<file path="config.mk">
export PLATFORM = sky130hd
export DESIGN_NAME = camera_scroll
export DESIGN_NICKNAME = d
export VERILOG_FILES = /design/src/rtl/camera_scroll.sv
export SDC_FILE = /design/constraint.sdc
export NUM_CORES = 1
export LEC_CHECK = 0
export CORE_ASPECT_RATIO = 0.8
export CORE_MARGIN = 2
export CORE_UTILIZATION = 40
export DETAILED_ROUTE_END_ITERATION = 12
export GPL_TIMING_DRIVEN = 0
export HOLD_SLACK_MARGIN = 0.05
export PLACE_DENSITY = 0.67
export RECOVER_POWER = 25
export SKIP_CTS_REPAIR_TIMING = 1
export SLEW_MARGIN = 5
export SYNTH_ARGS = -nofsm -noshare
export SYNTH_HDL_FRONTEND = slang
export SYNTH_SLANG_ARGS = --single-unit
</file>
<file path="constraint.sdc">
create_clock -name clock -period 16.45 [get_ports clock]
set_input_delay 3.29 -clock clock [delete_from_list [all_inputs] [get_ports clock]]
set_output_delay 3.29 -clock clock [all_outputs]
set_load 0.01 [all_outputs]
</file>
<file path="src/rtl/camera_scroll.sv">
// Per-frame camera controller: tracks the climber with a deadband and a
// rate-limited step, committing world-to-screen offsets only at frame start.
module camera_scroll #(
    parameter int SCREEN_W = 1024,
    parameter int SCREEN_H = 768,
    parameter int WORLD_W  = 2048,
    parameter int WORLD_H  = 4096,
    parameter int ANCHOR_X = 512,
    parameter int ANCHOR_Y = 384,
    parameter int DEADBAND = 4,
    parameter int SHIFT    = 3,
    parameter int MAX_STEP = 16,
    parameter int INIT_Y   = 3328
) (
    input  logic               clock,
    input  logic               reset_n,
    input  logic               vsync,
    input  logic               enable,
    input  logic               recenter,
    input  logic signed [11:0] target_x,
    input  logic signed [12:0] target_y,
    output logic signed [11:0] screenx,
    output logic signed [12:0] screeny,
    output logic               moving,
    output logic               frame_done
);

    typedef enum logic [1:0] {IDLE, LATCH, CALC, COMMIT} state_t;

    localparam logic signed [13:0] X_MAX  = 14'(WORLD_W - SCREEN_W);
    localparam logic signed [13:0] Y_MAX  = 14'(WORLD_H - SCREEN_H);
    localparam logic signed [13:0] ANC_X  = 14'(ANCHOR_X);
    localparam logic signed [13:0] ANC_Y  = 14'(ANCHOR_Y);
    localparam logic        [13:0] DB     = 14'(DEADBAND);
    localparam logic        [13:0] MAXS   = 14'(MAX_STEP);

    state_t             state_q, state_d;
    logic               vsync_q, vsync_d;
    logic               flag_q, flag_d;
    logic signed [13:0] desx_q, desx_d, desy_q, desy_d;
    logic signed [11:0] screenx_q, screenx_d;
    logic signed [12:0] screeny_q, screeny_d;
    logic               moving_q, moving_d;
    logic               frame_done_q, frame_done_d;

    logic               frame_start;
    logic signed [13:0] cur_x, cur_y, nx, ny;

    function automatic logic signed [13:0] clamp(input logic signed [13:0] v,
                                                 input logic signed [13:0] hi);
        if (v[13])
            return '0;
        else if (v > hi)
            return hi;
        else
            return v;
    endfunction

    // Step is bounded by |err| (mag >= 1 only when |err| > DEADBAND), so no overshoot.
    function automatic logic signed [13:0] step_axis(input logic signed [13:0] des,
                                                     input logic signed [13:0] cur,
                                                     input logic               snap);
        logic signed [13:0] err;
        logic        [13:0] mag;
        err = des - cur;
        mag = err[13] ? $unsigned(-err) : $unsigned(err);
        if (snap)
            return des;
        if (mag <= DB)
            return cur;
        mag = mag >> SHIFT;
        if (mag == '0)
            mag = 14'd1;
        else if (mag > MAXS)
            mag = MAXS;
        return err[13] ? cur - $signed(mag) : cur + $signed(mag);
    endfunction

    assign frame_start = vsync_q & ~vsync;
    assign cur_x       = {{2{screenx_q[11]}}, screenx_q};
    assign cur_y       = {screeny_q[12], screeny_q};

    always_comb begin
        state_d      = state_q;
        vsync_d      = vsync;
        flag_d       = flag_q | recenter;
        desx_d       = desx_q;
        desy_d       = desy_q;
        screenx_d    = screenx_q;
        screeny_d    = screeny_q;
        moving_d     = moving_q;
        frame_done_d = 1'b0;
        nx           = cur_x;
        ny           = cur_y;
        unique case (state_q)
            IDLE: if (frame_start && enable) state_d = LATCH;
            LATCH: begin
                desx_d  = clamp({{2{target_x[11]}}, target_x} - ANC_X, X_MAX);
                desy_d  = clamp({target_y[12], target_y} - ANC_Y, Y_MAX);
                state_d = CALC;
            end
            CALC: begin
                nx           = step_axis(desx_q, cur_x, flag_q | recenter);
                ny           = step_axis(desy_q, cur_y, flag_q | recenter);
                screenx_d    = 12'(nx);
                screeny_d    = 13'(ny);
                moving_d     = (nx != cur_x) || (ny != cur_y);
                flag_d       = 1'b0;
                frame_done_d = 1'b1;
                state_d      = COMMIT;
            end
            COMMIT: state_d = IDLE;
            default: state_d = IDLE;
        endcase
    end

    always_ff @(posedge clock or negedge reset_n) begin
        if (!reset_n) begin
            state_q      <= IDLE;
            vsync_q      <= 1'b1;
            flag_q       <= 1'b0;
            desx_q       <= '0;
            desy_q       <= '0;
            screenx_q    <= '0;
            screeny_q    <= 13'(INIT_Y);
            moving_q     <= 1'b0;
            frame_done_q <= 1'b0;
        end else begin
            state_q      <= state_d;
            vsync_q      <= vsync_d;
            flag_q       <= flag_d;
            desx_q       <= desx_d;
            desy_q       <= desy_d;
            screenx_q    <= screenx_d;
            screeny_q    <= screeny_d;
            moving_q     <= moving_d;
            frame_done_q <= frame_done_d;
        end
    end

    assign screenx    = screenx_q;
    assign screeny    = screeny_q;
    assign moving     = moving_q;
    assign frame_done = frame_done_q;

endmodule

</file>
==> metrics.log <==
[metrics] Mapped Nets: between 1000 and 1500
[metrics] layout cell share with drive strength beyond 1: 0.0505
[metrics] HPWL after detailed placement: approximately 18000 um
[metrics] share of flip-flops with an asynchronous set or reset: 1.00
[metrics] Final Max Tran Viols: 38
[metrics] post-synthesis cell type count: slightly below 90
[metrics] global-route usage over all layers: 0.235
[metrics] number of nets in the layout: 1084
[metrics] synthesized-area fraction occupied by ao, oa, aoi and oai cells: 0.279
[metrics] placer's final routability congestion estimate: 0.940
[metrics] global-route wire length before repair: 35500 um
[metrics] Row Count: 43
[metrics] top routing layer in use: met4
[metrics] number of vias in the routed layout: roughly 7300
[metrics] crit-path most repeated cell: sky130_fd_sc_hd__a21oi_1
[metrics] category of the most critical setup path: reg2reg
[metrics] Fmax achieved: 0.128 GHz
[metrics] Yosys top cell by area: sky130_fd_sc_hd__dfrtp_1
[metrics] CP max-delay cell: sky130_fd_sc_hd__dfstp_2
[metrics] number of diodes added for antenna fixing: 0
[metrics] portion of the post-synthesis area used by sequential elements: 0.196
[metrics] initial standard-cell utilization of the core: 0.411
[metrics] share of synthesized area spent on multiplexers: 0.0101
[metrics] CTS clock-pin slew for the worst setup and hold paths: about 70 ps
[metrics] startpoint class of the critical path: flop
[metrics] area added between synthesis and finish: 13.9%
[metrics] violated checks: capacitance limit, slew limit
[metrics] Root Driver: sky130_fd_sc_hd__clkbuf_16
[metrics] synthesized-area fraction occupied by adder cells: 0.116
[metrics] RSZ-0062 raised after global routing: false
[metrics] highest cell delay on the worst timing path: roughly 600 ps
[metrics] area of the core: ~17000 sq um
[metrics] DR WL met2: approximately 8900 um
[metrics] number of max-cap violations: 1
[metrics] TritonRoute pass-1 iters: 8
[metrics] top area cells in the synthesized netlist: sky130_fd_sc_hd__dfrtp_1, sky130_fd_sc_hd__ha_1, sky130_fd_sc_hd__xnor2_1
[metrics] area of the mapped netlist: about 7200 sq um
[metrics] number of flops mapped to enable cells by yosys: 0
[metrics] total length of routed met3 wires: 1860 um
[metrics] Worst Reg-to-Reg Cells: 31
[metrics] vias per inst: 6.00
[metrics] simple-gate share of the synthesized area: 0.227
[metrics] number of I/O port buffers: 56
[metrics] maximum level of the CTS H-tree: 2
[metrics] worst min-delay path class: reg2reg
[metrics] reg-to-reg slack, setup: approximately 8600 ps
[metrics] Worst slew margin: -0.317
[metrics] total number of yosys warnings: 0
[metrics] remaining antenna violation count: 0
[metrics] largest family of logic cells by synthesized area: compound AO/OA/AOI/OAI gates
[metrics] origin of the worst min-delay path: screeny[10]
[metrics] total wire length: 22400 um
[metrics] number of hold violations in the final report: 0
[metrics] hold path depth: 2
[metrics] latest clock arrival within the worst-skew pair: 300 ps
[metrics] slew of the pin with the lowest slew margin: slightly below 2000 ps
[metrics] die height: ~120 um
[metrics] most used standard cell by instance count after synthesis: sky130_fd_sc_hd__xnor2_1
[metrics] number of inserted filler cells in the final layout: about 1800
[metrics] maximum buffer depth of the clock tree: 2
[metrics] detail-routed net length per standard cell: 18.4 um
[metrics] worst hold path endpoint: screeny[10]
[metrics] outcome: finished, violations left
[metrics] mean instance size in the synthesized netlist: 7.76 sq um
[metrics] Routed met1 length: 11400 um
[metrics] cts bufs inserted: 5
[metrics] Sequential Area: between 1000 and 1500 sq um
[metrics] final setup violation count: 0
[metrics] prevailing post-synth register cell: sky130_fd_sc_hd__dfrtp_1
[metrics] TritonCTS clock tree: done
[metrics] Worst R2R Start: screeny[10]
[metrics] endpoint of the worst register-to-register path: moving
[metrics] vias in the first global route: roughly 6500
[metrics] Required @ worst endpoint: roughly 17000 ps
[metrics] Yosys top cell area share: 0.181
[metrics] Clock Sink Count: 56
[metrics] Iter 0 DRT Violations: 770
[metrics] critical path capture point type: flop
[metrics] Seq cells post-synth: 56
[metrics] number of remaining DRC errors: 0
[metrics] final clock period utilization by the worst path: 0.476
[metrics] worst path arrival time: roughly 8000 ps
[metrics] biggest fanout along the worst timing path: 10
[metrics] synthesized instance count: around 900
[metrics] I/O Pins: 57
[metrics] Final Skew: between 6 and 7 ps
[metrics] footprint of the multi-input gates: about 5400 sq um
[metrics] floorplan die area: 19100 sq um
[metrics] fraction of synthesized cell area in xor and xnor cells: 0.117
[metrics] final global-route overflow total: 0
[metrics] clock period minus final worst setup slack: around 7800 ps
[metrics] final setup TNS: 0 ps
[metrics] Die Wd: ~150 um
[metrics] Post-synth top cells: sky130_fd_sc_hd__xnor2_1, sky130_fd_sc_hd__nand2_1, sky130_fd_sc_hd__inv_1, sky130_fd_sc_hd__nor2_1
[metrics] pin count of the biggest net entering global routing: 38
[metrics] antenna violations before repair: 0
[kinds of logic (layout without fill, tap and decap cells)]
group,after synthesis,after routing
multiplexers,7,7
adder cells (fa/ha/maj),64,64
flip-flops,56,56
AND/OR/NAND/NOR,311,311
AO/OA/AOI/OAI,290,290
buffers and inverters,102,167
XOR/XNOR,96,96
[layout by cell type (no fill, tap or decap), drive strengths merged, types with 5 or more instances in the layout]
cell	Yosys	final
xnor2	70	70
nand2	68	68
nor2	67	67
inv	66	66
o21ai	65	65
a21oi	63	63
ha	60	60
clkdlybuf4s50	0	54
dfrtp	52	52
clkbuf	28	37
nor3	30	30
xor2	26	26
nand3	22	22
or3	20	20
a22o	18	18
nor2b	16	16
o22ai	15	15
nor4	15	15
a21o	14	14
nand4	14	14
nand2b	14	14
a22oi	14	14
o211ai	10	10
a211oi	10	10
o21a	9	9
and3	8	8
o31ai	8	8
or2	8	8
and2	7	7
buf	7	7
a21boi	6	6
mux2i	5	5
[per-layer routing]
layer,GRT usage,vias to the layer above
met1,0.374,3438
met4,0.0350,0
met5,0,-
met3,0.0397,15
met2,0.335,292
li1,-,3545
[worst max path at each step]
stage / end / cells past startpoint / start / slack, ps
floorplan: moving / 30 / screeny[1] / 9780
detailed placement: moving / 30 / screeny[1] / 8710
CTS: moving / 30 / screeny[1] / 8660
global placement: moving / 30 / screeny[1] / 8820
global route: moving / 31 / screeny[10] / 7930
finish: moving / 31 / screeny[10] / 8610
[flip-flops by register name, indices dropped and copies added (netlist names)]
name and count:
desx_q 12, desy_q 13, flag_q 1, frame_done 1
moving 1, screenx 12, screeny 13, state_q 2
vsync_q 1
[cell type report]
class,count,share of cell area
clock inverter,1,0.000918
multi-input combinational,768,0.659
timing repair buffer,57,0.0682
tap,225,0.0344
clock buffer,7,0.0174
buffer,35,0.0174
inverter,67,0.0307
sequential,56,0.172
[per-stage QoR]
stage,hold WS (ps),cells,instance area (sq um),worst slack (ps),utilization
final,574,1216,8180,8610,0.468
after global routing,595,1216,8180,7930,0.468
after CTS,579,1216,8190,8660,0.468
after detailed placement,566,1208,8040,8710,0.460
after global placement,562,1207,8030,8820,0.459
after floorplan,510,926,7180,9780,-
[critical path: cells and delay by family (launching register included)]
| family | cells | cell delay, ps |
|---|---|---|
| AO/OA/AOI/OAI | 17 | 3610 |
| AND/OR/NAND/NOR | 6 | 1590 |
| buffers and inverters | 4 | 940 |
| adder cells (fa/ha/maj) | 3 | 840 |
| flip-flops | 1 | 600 |
| XOR/XNOR | 1 | 170 |
Power is left out: the tool's default activity adds up to more than one toggle a clock period on the data nets, which glitch-free logic cannot reach.
